### src/rtl/ram2_arb_pkg.sv
// rtl/ram2_arb_pkg.sv - shared types and constants for the RAM2 SRAM arbiter
package ram2_arb_pkg;

    typedef enum logic [1:0] {
        ARB_IDLE   = 2'd0,
        ARB_SETUP  = 2'd1,
        ARB_ACCESS = 2'd2,
        ARB_HOLD   = 2'd3
    } arb_state_t;

    typedef enum logic {
        OWNER_IF  = 1'b0,
        OWNER_MEM = 1'b1
    } arb_owner_t;

    // Width of the strobe-phase cycle counter; bounds ACCESS_CYCLES to 256.
    localparam int ARB_ACC_CNT_W = 8;

endpackage

### src/rtl/ram2_sat_counter.sv
// rtl/ram2_sat_counter.sv - 16-bit saturating event counter with synchronous clear
module ram2_sat_counter (
    input  logic        i_clk,
    input  logic        i_clr,
    input  logic        i_inc,
    output logic [15:0] o_count
);

    logic [15:0] r_count;

    // Count qualifying cycles, sticking at all-ones instead of wrapping.
    always_ff @(posedge i_clk) begin
        if (i_clr) begin
            r_count <= 16'd0;
        end else if (i_inc && (r_count != 16'hFFFF)) begin
            r_count <= r_count + 16'd1;
        end
    end

    assign o_count = r_count;

endmodule

### src/rtl/ram2_arbiter.sv
// rtl/ram2_arbiter.sv - registered SRAM cycle sequencer shared by fetch and data ports (optional ARB_IF_STALL_CNT_EN)
module ram2_arbiter
    import ram2_arb_pkg::*;
#(
    parameter int ACCESS_CYCLES = 2,
    parameter int ADDR_W        = 16,
    parameter int DATA_W        = 16
) (
    input  logic              arbi_clk,
    input  logic              arbi_rst,
    input  logic              arbi_if_req,
    input  logic [ADDR_W-1:0] arbi_if_addr,
    output logic              arbo_if_ack,
    output logic [DATA_W-1:0] arbo_if_data,
    input  logic              arbi_mem_req,
    input  logic              arbi_mem_we,
    input  logic [ADDR_W-1:0] arbi_mem_addr,
    input  logic [DATA_W-1:0] arbi_mem_wdata,
    output logic              arbo_mem_ack,
    output logic [DATA_W-1:0] arbo_mem_rdata,
    output logic              arbo_pause_request,
    output logic              arbo_ram_en,
    output logic              arbo_ram_oe,
    output logic              arbo_ram_we,
    output logic [ADDR_W-1:0] arbo_ram_addr,
    output logic [DATA_W-1:0] arbo_ram_wdata,
    output logic              arbo_ram_drive,
    input  logic [DATA_W-1:0] arbi_ram_rdata,
    output logic [15:0]       arbo_if_stall_cycles
);

    localparam logic [ARB_ACC_CNT_W-1:0] LP_ACC_LAST = ARB_ACC_CNT_W'(ACCESS_CYCLES - 1);

    arb_state_t               r_state;
    arb_owner_t               r_owner;
    logic                     r_is_write;
    logic [ARB_ACC_CNT_W-1:0] r_acc_cnt;
    logic                     r_ram_en;
    logic                     r_ram_oe;
    logic                     r_ram_we;
    logic [ADDR_W-1:0]        r_ram_addr;
    logic [DATA_W-1:0]        r_ram_wdata;
    logic                     r_ram_drive;
    logic                     r_if_ack;
    logic                     r_mem_ack;
    logic [DATA_W-1:0]        r_if_data;
    logic [DATA_W-1:0]        r_mem_rdata;

    // SRAM cycle FSM: latch a transaction in IDLE, then walk SETUP/ACCESS/HOLD with registered strobes.
    always_ff @(posedge arbi_clk) begin
        if (arbi_rst) begin
            r_state     <= ARB_IDLE;
            r_owner     <= OWNER_IF;
            r_is_write  <= 1'b0;
            r_acc_cnt   <= '0;
            r_ram_en    <= 1'b1;
            r_ram_oe    <= 1'b1;
            r_ram_we    <= 1'b1;
            r_ram_addr  <= '0;
            r_ram_wdata <= '0;
            r_ram_drive <= 1'b0;
            r_if_ack    <= 1'b0;
            r_mem_ack   <= 1'b0;
            r_if_data   <= '0;
            r_mem_rdata <= '0;
        end else begin
            r_if_ack  <= 1'b0;
            r_mem_ack <= 1'b0;
            case (r_state)
                ARB_IDLE: begin
                    // Data port wins any tie; the fetch simply waits for the next IDLE.
                    if (arbi_mem_req) begin
                        r_state     <= ARB_SETUP;
                        r_owner     <= OWNER_MEM;
                        r_is_write  <= arbi_mem_we;
                        r_ram_en    <= 1'b0;
                        r_ram_addr  <= arbi_mem_addr;
                        r_ram_wdata <= arbi_mem_wdata;
                        r_ram_drive <= arbi_mem_we;
                    end else if (arbi_if_req) begin
                        r_state     <= ARB_SETUP;
                        r_owner     <= OWNER_IF;
                        r_is_write  <= 1'b0;
                        r_ram_en    <= 1'b0;
                        r_ram_addr  <= arbi_if_addr;
                        r_ram_drive <= 1'b0;
                    end
                end
                ARB_SETUP: begin
                    // Address has had a full cycle to settle; open exactly one strobe.
                    r_state   <= ARB_ACCESS;
                    r_acc_cnt <= '0;
                    if (r_is_write) begin
                        r_ram_we <= 1'b0;
                    end else begin
                        r_ram_oe <= 1'b0;
                    end
                end
                ARB_ACCESS: begin
                    if (r_acc_cnt == LP_ACC_LAST) begin
                        r_state  <= ARB_HOLD;
                        r_ram_oe <= 1'b1;
                        r_ram_we <= 1'b1;
                        if (r_owner == OWNER_MEM) begin
                            r_mem_ack <= 1'b1;
                            if (!r_is_write) begin
                                r_mem_rdata <= arbi_ram_rdata;
                            end
                        end else begin
                            r_if_ack  <= 1'b1;
                            r_if_data <= arbi_ram_rdata;
                        end
                    end else begin
                        r_acc_cnt <= r_acc_cnt + ARB_ACC_CNT_W'(1);
                    end
                end
                ARB_HOLD: begin
                    // Strobes are already high; release the chip and the bus after this cycle.
                    r_state     <= ARB_IDLE;
                    r_ram_en    <= 1'b1;
                    r_ram_drive <= 1'b0;
                end
                default: begin
                    r_state <= ARB_IDLE;
                end
            endcase
        end
    end

    assign arbo_if_ack        = r_if_ack;
    assign arbo_if_data       = r_if_data;
    assign arbo_mem_ack       = r_mem_ack;
    assign arbo_mem_rdata     = r_mem_rdata;
    assign arbo_ram_en        = r_ram_en;
    assign arbo_ram_oe        = r_ram_oe;
    assign arbo_ram_we        = r_ram_we;
    assign arbo_ram_addr      = r_ram_addr;
    assign arbo_ram_wdata     = r_ram_wdata;
    assign arbo_ram_drive     = r_ram_drive;
    assign arbo_pause_request = arbi_mem_req & ~r_mem_ack;

`ifdef ARB_IF_STALL_CNT_EN
    logic w_if_stalled;

    assign w_if_stalled = arbi_if_req & ~r_if_ack;

    ram2_sat_counter u_if_stall_cnt (
        .i_clk   (arbi_clk),
        .i_clr   (arbi_rst),
        .i_inc   (w_if_stalled),
        .o_count (arbo_if_stall_cycles)
    );
`else
    assign arbo_if_stall_cycles = 16'd0;
`endif

endmodule

### config.mk
export PLATFORM = sky130hd
export DESIGN_NAME = ram2_arbiter
export DESIGN_NICKNAME = d
export VERILOG_FILES = /design/src/rtl/ram2_arb_pkg.sv /design/src/rtl/ram2_sat_counter.sv /design/src/rtl/ram2_arbiter.sv
export SDC_FILE = /design/constraint.sdc
export NUM_CORES = 1
export LEC_CHECK = 0
export CELL_PAD_IN_SITES_DETAIL_PLACEMENT = 1
export CELL_PAD_IN_SITES_GLOBAL_PLACEMENT = 1
export CORE_ASPECT_RATIO = 0.8
export CORE_UTILIZATION = 40
export CTS_CLUSTER_DIAMETER = 120
export DETAILED_ROUTE_END_ITERATION = 10
export DONT_BUFFER_PORTS = 1
export GPL_TIMING_DRIVEN = 0
export PLACE_DENSITY_LB_ADDON = 0.15
export SLEW_MARGIN = 20
export SYNTH_ARGS = -nofsm -noshare
export SYNTH_HDL_FRONTEND = slang
export SYNTH_SLANG_ARGS = --single-unit
### constraint.sdc
create_clock -name arbi_clk -period 1.8 [get_ports arbi_clk]
set_input_delay 0.18 -clock arbi_clk [delete_from_list [all_inputs] [get_ports arbi_clk]]
set_output_delay 0.18 -clock arbi_clk [all_outputs]
set_load 0.01 [all_outputs]
# Word-level counts from Yosys, hierarchy flattened

Index checks and enable logic that the tools add are counted.

Flip-flop bits (word level): 82
Output and inout port bits: 87
Bits of input ports: 69

$add $sub $neg: 1
Equal/unequal tests: 9
Bitwise gates (word level): 6
Reductions and logical operators: 14
Muxes and demuxes: 21

Operators with widths:

| kind                | count |
|---|---|
| $mux 16             | 2 |
| $pmux 8 s2          | 1 |
| $reduce_and 2->1    | 5 |
| $mux 1              | 9 |
| $reduce_and 3->1    | 3 |
| $add 8x1->8 const B | 1 |
| $eq 8x1->1 const B  | 1 |
| $mux 8              | 1 |
| $ne 2x2->1 const B  | 4 |
| $pmux 1 s2          | 4 |
| $pmux 2 s4          | 1 |
| $mux 2              | 3 |
| $reduce_bool 2->1   | 3 |
| $not 1->1           | 5 |
| $eq 2x2->1 const B  | 2 |
| $reduce_and 4->1    | 1 |
| $ne 3x3->1 const B  | 1 |
| $reduce_or 3->1     | 1 |
| $eq 2x1->1 const B  | 1 |
| $logic_not 2->1     | 1 |
| $and 1x1->1         | 1 |

# Longest topological paths before layout

Gate-level depths: netlist (run 1).

Word-level depth: 3
Mapped depth: 8
Depth with buffers taken out: 6

# Least setup slack after synthesis (run 1)

No wires, ideal clock.

Path kind: reg2reg
Start: reg r_acc_cnt[0]
End: reg r_mem_rdata[10], in the netlist arbo_mem_rdata[10]
Stages on the path, launching flop included: 7
Required time: 1672 ps
Path buffers: 1
Slack: 171 ps
Data arrival time: 1501 ps
Path through: dfxtp_1 > ha_1 > nor4b_4 > nand3_2 > buf_6 > mux2i_1 > nor2_1

Word-level cells in the longest chain between the ends: 2

Ends and longest elaborated chain:

| element                    | RTL line            | source |
|---|---|---|
| start: declaration         | ram2_arbiter.sv:37  | `logic [ARB_ACC_CNT_W-1:0] r_acc_cnt;` |
| start signal: assignment   | ram2_arbiter.sv:114 | `r_acc_cnt <= r_acc_cnt + ARB_ACC_CNT_W'(1);` |
| $eq 8x1->1                 | ram2_arbiter.sv:100 | `if (r_acc_cnt == LP_ACC_LAST) begin` |
| $reduce_and 4->1 (no line) | --                  |  |
| end signal: assignment     | ram2_arbiter.sv:107 | `r_mem_rdata <= arbi_ram_rdata;` |
| end: declaration           | ram2_arbiter.sv:47  | `logic [DATA_W-1:0] r_mem_rdata;` |

No other way between the ends.
A chain may end at the register's enable or synchronous reset.

# Worst setup path in the final report (run 1)

Start: reg r_acc_cnt[1]
End: reg r_mem_rdata[14], in the netlist arbo_mem_rdata[14]

The elaborated chain is that of the path after synthesis.

==> results of run 1 <==
-- cells in the mapped netlist, drive strengths merged, types with 2 or more instances --
library cell   n
clkbuf        13
inv            6
mux2i         48
buf           25
nand3b         4
o311ai         2
nand2b         2
nor3b          3
ha             7
nor3           7
o21ai          5
xor2           2
o21a           3
a211oi        19
nor2          53
nand2         45
dfxtp         82
a31oi          2
a21oi         28
nand3          8
-- per-stage QoR --
| step | hold slack [ns] | std cells | worst slack [ns] | instance area (um2) |
|---|---|---|---|---|
| floorplan | 0.316 | 391 | 0.171 | 3520 |
| global placement | 0.318 | 499 | -0.198 | 3650 |
| detailed placement | 0.327 | 499 | -0.227 | 3650 |
| CTS | 0.00919 | 548 | 0.0161 | 4250 |
| global route | 0.0172 | 549 | -0.0470 | 4320 |
| finish | 0.0196 | 549 | 0.0482 | 4320 |
-- layout make-up --
cell class / count / area, um2
plain buffers: 36 / 236
clock buffers: 9 / 124
clock inverters: 7 / 126
fillers: 927 / 3840
inverters: 6 / 22.5
multi-input cells: 265 / 1670
flip-flops and latches: 82 / 1650
well taps: 108 / 135
repair buffers: 36 / 363
-- registers in the layout (all words and copies together), names as in the netlist --
| signal | flops |
|---|---|
| arbo_if_data | 16 |
| arbo_ram_drive | 1 |
| arbo_mem_rdata | 16 |
| r_owner | 1 |
| arbo_ram_oe | 1 |
| arbo_if_ack | 1 |
| r_acc_cnt | 8 |
| arbo_ram_addr | 16 |
| r_state | 2 |
| arbo_ram_wdata | 16 |
| arbo_ram_en | 1 |
| arbo_mem_ack | 1 |
| r_is_write | 1 |
| arbo_ram_we | 1 |
-- final timing paths --
check                                        from                 end  cells past startpoint
worst max-delay path                 r_acc_cnt[1]  arbo_mem_rdata[14]                      8
worst min-delay path            arbi_ram_rdata[2]     arbo_if_data[2]                      2
worst max register to register       r_acc_cnt[1]  arbo_mem_rdata[14]                      8
worst min register to register         r_is_write          r_is_write                      2
-- worst max-delay path: stages, from the launching register on --
cell     delay, ns
dfxtp_2       0.36
inv_1         0.06
ha_1          0.18
nor4b_4       0.26
buf_4         0.18
nand3_4       0.15
buf_12        0.21
mux2i_1       0.16
nor2_1        0.07
-- cell families after synthesis --
family,synth area share
other cells,0.00108
flops,0.474
fa+ha+maj,0.0253
compound gates,0.114
buf+inv,0.0712
simple gates,0.167
xor+xnor,0.00506
mux,0.142
-- timing repair --
item,in CTS,in global routing
setup buffers,2,2
endpoints found under the hold margin,47,0
hold buffers,32,0
endpoints found under the setup margin,59,45
resized for setup,6,14
gates cloned,0,0
pin swaps,0,1
-- cell usage in the layout (no fill, tap or decap), drive strengths merged, types with 2 or more instances in the layout --
cell and count:
nand2b 2, buf 27, o311ai 2, ha 7, clkbuf 22, nand2 45, inv 7, o21a 3
o21ai 5, a211oi 19, nand3 8, a31oi 2, nor3b 3, bufinv 3, clkinv 2, conb 16
mux2i 48, nor3 7, dfxtp 82, nand3b 4, nor2 53, xor2 2, dlygate4sd3 32, a21oi 28
-- power groups by stage --
stage          logic, mW  registers (mW)  clock network [mW]
2_1_floorplan      0.861            2.37                   0
3_3_place_gp        1.07            2.44                   0
3_5_place_dp        1.12            2.44                   0
4_1_cts             1.22            2.40                1.69
5_1_grt             1.42            2.44                1.76
6_report            1.25            2.41                1.65
-- layer usage --
metal  up-vias  wire (um)  track usage
met3        13        602       0.0668
met2        88       4660        0.368
met1      1357       3980        0.248
li1       1377          -            -
met4         0        133       0.0682
met5         -          0            0
==> flow_summary.toml, run 1 <==
[layout]
postLayoutCoreUtil = 0.530
n_antenna_cell = 0
layout.nets = 512
area_growth_pct = 24.9
drive_gt1_frac = 0.132

[clocking]
clk_transition_reported_paths_ns = 0.09
cts-root-buf = "clkbuf_8"
htreeDepth = 3
numCtsBuffers = 9
tritoncts = "done"
cts_sinks = 82
ctsLongestPathBuffers = 2
clkLatencyLatePin_ns = 0.36

[yosys]
ys_types = 37
ys.flop_type = "dfxtp_1"
synth_warnings = 0
synth_area_mm2 = 0.00346
synth_seq_cells = 82
netlist_instances = 376
postSynthAreaPerCell_um2 = 9.21
yosys.area.top_type = "dfxtp_1"
netlist_top_cells_area = "dfxtp_1 (47%), mux2i_1 (14%), nor2_1 (5.7%)"
synth-edff-count = 0
seq_area_frac_synth = 0.474
synthArstFlopShare = 0
yosysTopAreaCellShare = 0.474

[floorplan]
die_x_um = 106
pin_count = 156
initial_utilization = 0.424
die_height_um = 85.2
core_area_mm2 = 0.00816
row_count = 29
die-area_mm2 = 0.00903

[setup_path]
crit_arrival_ns = 1.98
cp-end-kind = "flip-flop"
cp.required_ns = 2.03
r2r_setup_slack_ns = 0.05
path_max_fanout = 10
critPathLaunchType = "flip-flop"
path_class = "reg2reg"

[global_route]
grt_overflow = 0
grt_pass1_vias = 2898
grt_first_pass_wirelength_um = 14700
antenna_found_initial = 0
grt_usage = 0.211
grt_max_degree = 16

[pwr]
vdd_drop_max_mv = 0.733
netSwitchingPower_mw = 1.78
share_seq_of_total_power = 0.454
p_comb_frac = 0.236
swShare = 0.336
power.internal_mw = 3.53
power.density_mw_per_mm2 = 1230
p_leak_nw = 1.92
clkPwrFrac = 0.311
fin_total_pwr_mw = 5.31

[sta]
fin_crit_sh = 0.973
hold_violations = 0
max_freq_ghz = 0.571
skew_ns = 0.00822
slew_violations = 0
timing.setup.tns_ns = 0
setup_viol = 0
slew-limit-headroom = 0.618
worstMarginPinSlew_ns = 0.571
timing.final.crit_period_ns = 1.75
rsz0062_at_grt = "true"

[worst_hold_path]
hp-class = "in2reg"

[routing]
antenna_left = 0
viasPerCell = 5.16
drt-wirelength-per-cell_um = 17.1
postRouteWirelength_um = 9370
initialDrtViolationCount = 69
vias = 2835
dr.pass1.iters = 4
drc = 0

[flow_run]
maxCapViolations = 0

[status]
status = "finished, final reports clean"

[placement]
dp_hpwl_um = 6700
io_buffers = 0
globalplace.congestion = 0.803
Power figures use the tool's default switching activity.
==> inputs of run 2 (changes only) <==
- ABC_AREA: default -> 1
==> run 2 against run 1 <==
Sequential cell count stayed put. Largest power group unchanged. Hold slack lost 0.015 ns. Critical endpoint is now arbo_ram_addr[5]. Final cell count grew 22%. Largest cell class unchanged.
==> flow_summary.toml, run 2 <==
[global_route]
grt_max_degree = 16
grt_pass1_vias = 3686
grt_usage = 0.256
grt_use_met2 = 0.426
use_met3 = 0.0920
grt_overflow = 0
antenna_found_initial = 0
busiest_layer = "met2"
grt_first_pass_wirelength_um = 18400
grt_use_met1 = 0.307

[sta]
setup_viol = 0
slew-limit-headroom = 0.612
holdWs_ns = 0.00475
rsz0062_at_grt = "true"
max_freq_ghz = 0.593
slew_violations = 0
fin_ws_ns = 0.114
timing.final.crit_period_ns = 1.69
worstMarginPinSlew_ns = 0.582
fin_crit_sh = 0.937
timing.setup.tns_ns = 0
skew_ns = 0.0129
hold_violations = 0

[flow_run]
maxCapViolations = 0

[layout]
final_cell_mix = "nand2_1 (100), dfxtp_1 (82), dlygate4sd3_1 (60)"
area_growth_pct = 28.6
layout.nets = 630
final_common_cell = "nand2_1"
drive_gt1_frac = 0.114
stdcell_area_mm2 = 0.00463
nFillCells = 1053
n_antenna_cell = 0

[floorplan]
row_count = 30
pin_count = 156
core_area_mm2 = 0.00860
die_height_um = 86.9
initial_utilization = 0.419
die_x_um = 108
die-area_mm2 = 0.00939

[pwr]
power.density_mw_per_mm2 = 1250
vdd_drop_max_mv = 0.452
fin_total_pwr_mw = 5.78
p_leak_nw = 1.84

[clocking]
htreeDepth = 3
numCtsBuffers = 9
cts_sinks = 82
clk_transition_reported_paths_ns = 0.09
post_cts_buffers = 0
clkLatencyLatePin_ns = 0.37
tritoncts = "done"
ctsLongestPathBuffers = 2
cts-root-buf = "clkbuf_8"

[yosys]
yosysTopAreaCellShare = 0.456
yosys.area.top_type = "dfxtp_1"
yosys-top-cells-count = "nand2_1 (101), dfxtp_1 (82), nor2_1 (48), a21oi_1 (44), o21ai_0 (37)"
ys_types = 28
seq_area_frac_synth = 0.456
yosysMostFrequentCell = "nand2_1"
postSynthAreaPerCell_um2 = 7.69
netlist_instances = 468
synth_warnings = 0
netlist_top_cells_area = "dfxtp_1 (46%), nand2_1 (11%), a21oi_1 (6.1%)"
synth-edff-count = 0
synth_area_mm2 = 0.00360
ys.flop_type = "dfxtp_1"
synth_seq_cells = 82
synthArstFlopShare = 0

[setup_path]
worstRegToRegCells = 7
worst-path-buf-inv = 3
slowest_stage = "dfxtp_1"
critPathLaunchType = "flip-flop"
cp.required_ns = 2.04
cp-end-kind = "flip-flop"
crit_path_cell_trace = "inv_1 -> ha_1 -> o21ai_2 -> inv_1 -> clkbuf_2 -> o21ai_0 -> a31oi_1"
crit_arrival_ns = 1.93
cp.depth = 7
crit_top_cell = "inv_1"
max_stage_delay_ns = 0.40
path_max_fanout = 10
path_class = "reg2reg"
crit_family = "buffers and inverters"

[status]
status = "finished, final reports clean"

[routing]
drt-wirelength-per-cell_um = 17.4
initialDrtViolationCount = 95
postRouteWirelength_um = 11700
viasPerCell = 5.27
antenna_left = 0
drc = 0
dr.pass1.iters = 4
vias = 3539

[placement]
globalplace.congestion = 0.796
dp_hpwl_um = 7810
io_buffers = 0
post_dp_cell_area_mm2 = 0.00380
place_ws_ns = -0.0227

[worst_hold_path]
hp-class = "in2reg"
min_delay_path_depth = 2
run 2: cell type report:
| class | instances | area [um2] | area share |
|---|---|---|---|
| buffer | 46 | 292 | 0.0630 |
| timing repair buffer | 60 | 601 | 0.130 |
| inverter | 23 | 87.6 | 0.0189 |
| clock buffer | 9 | 124 | 0.0268 |
| clock inverter | 7 | 101 | 0.0219 |
| tap | 112 | 140 | 0.0303 |
| sequential | 82 | 1640 | 0.355 |
| multi-input combinational | 332 | 1640 | 0.355 |
run 2: metrics by stage:
step,utilization,instances
2_1_floorplan,-,483
3_3_place_gp,0.442,595
3_5_place_dp,0.442,595
4_1_cts,0.537,670
5_1_grt,0.539,671
6_report,0.539,671
run 2: report_power, final:
| group | switching (mW) | total (mW) | internal [mW] | leakage [nW] |
|---|---|---|---|---|
| logic | 1.12 | 1.71 | 0.590 | 1.05 |
| registers | 0.390 | 2.54 | 2.15 | 0.670 |
| clock network | 0.735 | 1.53 | 0.796 | 0.112 |
run 2: final timing paths:
kind	startpoint	endpoint	slack, ns
worst max-delay path	r_state[1]	arbo_ram_addr[5]	0.11
worst min-delay path	arbi_mem_wdata[13]	arbo_ram_wdata[13]	0.005
worst max register to register	r_state[1]	arbo_ram_addr[5]	0.11
worst min register to register	r_owner	r_owner	0.50
run 2: logic make-up after synthesis:
group           share of synthesized area
simple gates                        0.268
compound gates                      0.147
flops                               0.456
buf+inv                             0.104
fa+ha+maj                          0.0243
other cells                       0.00104
run 2: what timing repair did:
item	CTS	global route
endpoints found under the hold margin	58	1
setup endpoints to repair	6	32
pin swaps	0	0
hold buffers	59	1
resized for setup	1	7
run 2: routing by layer:
layer	routed length [um]	vias to the layer above
met2	5660	110
met4	176	0
met3	831	15
li1	-	1717
met1	5000	1697
met5	0	-
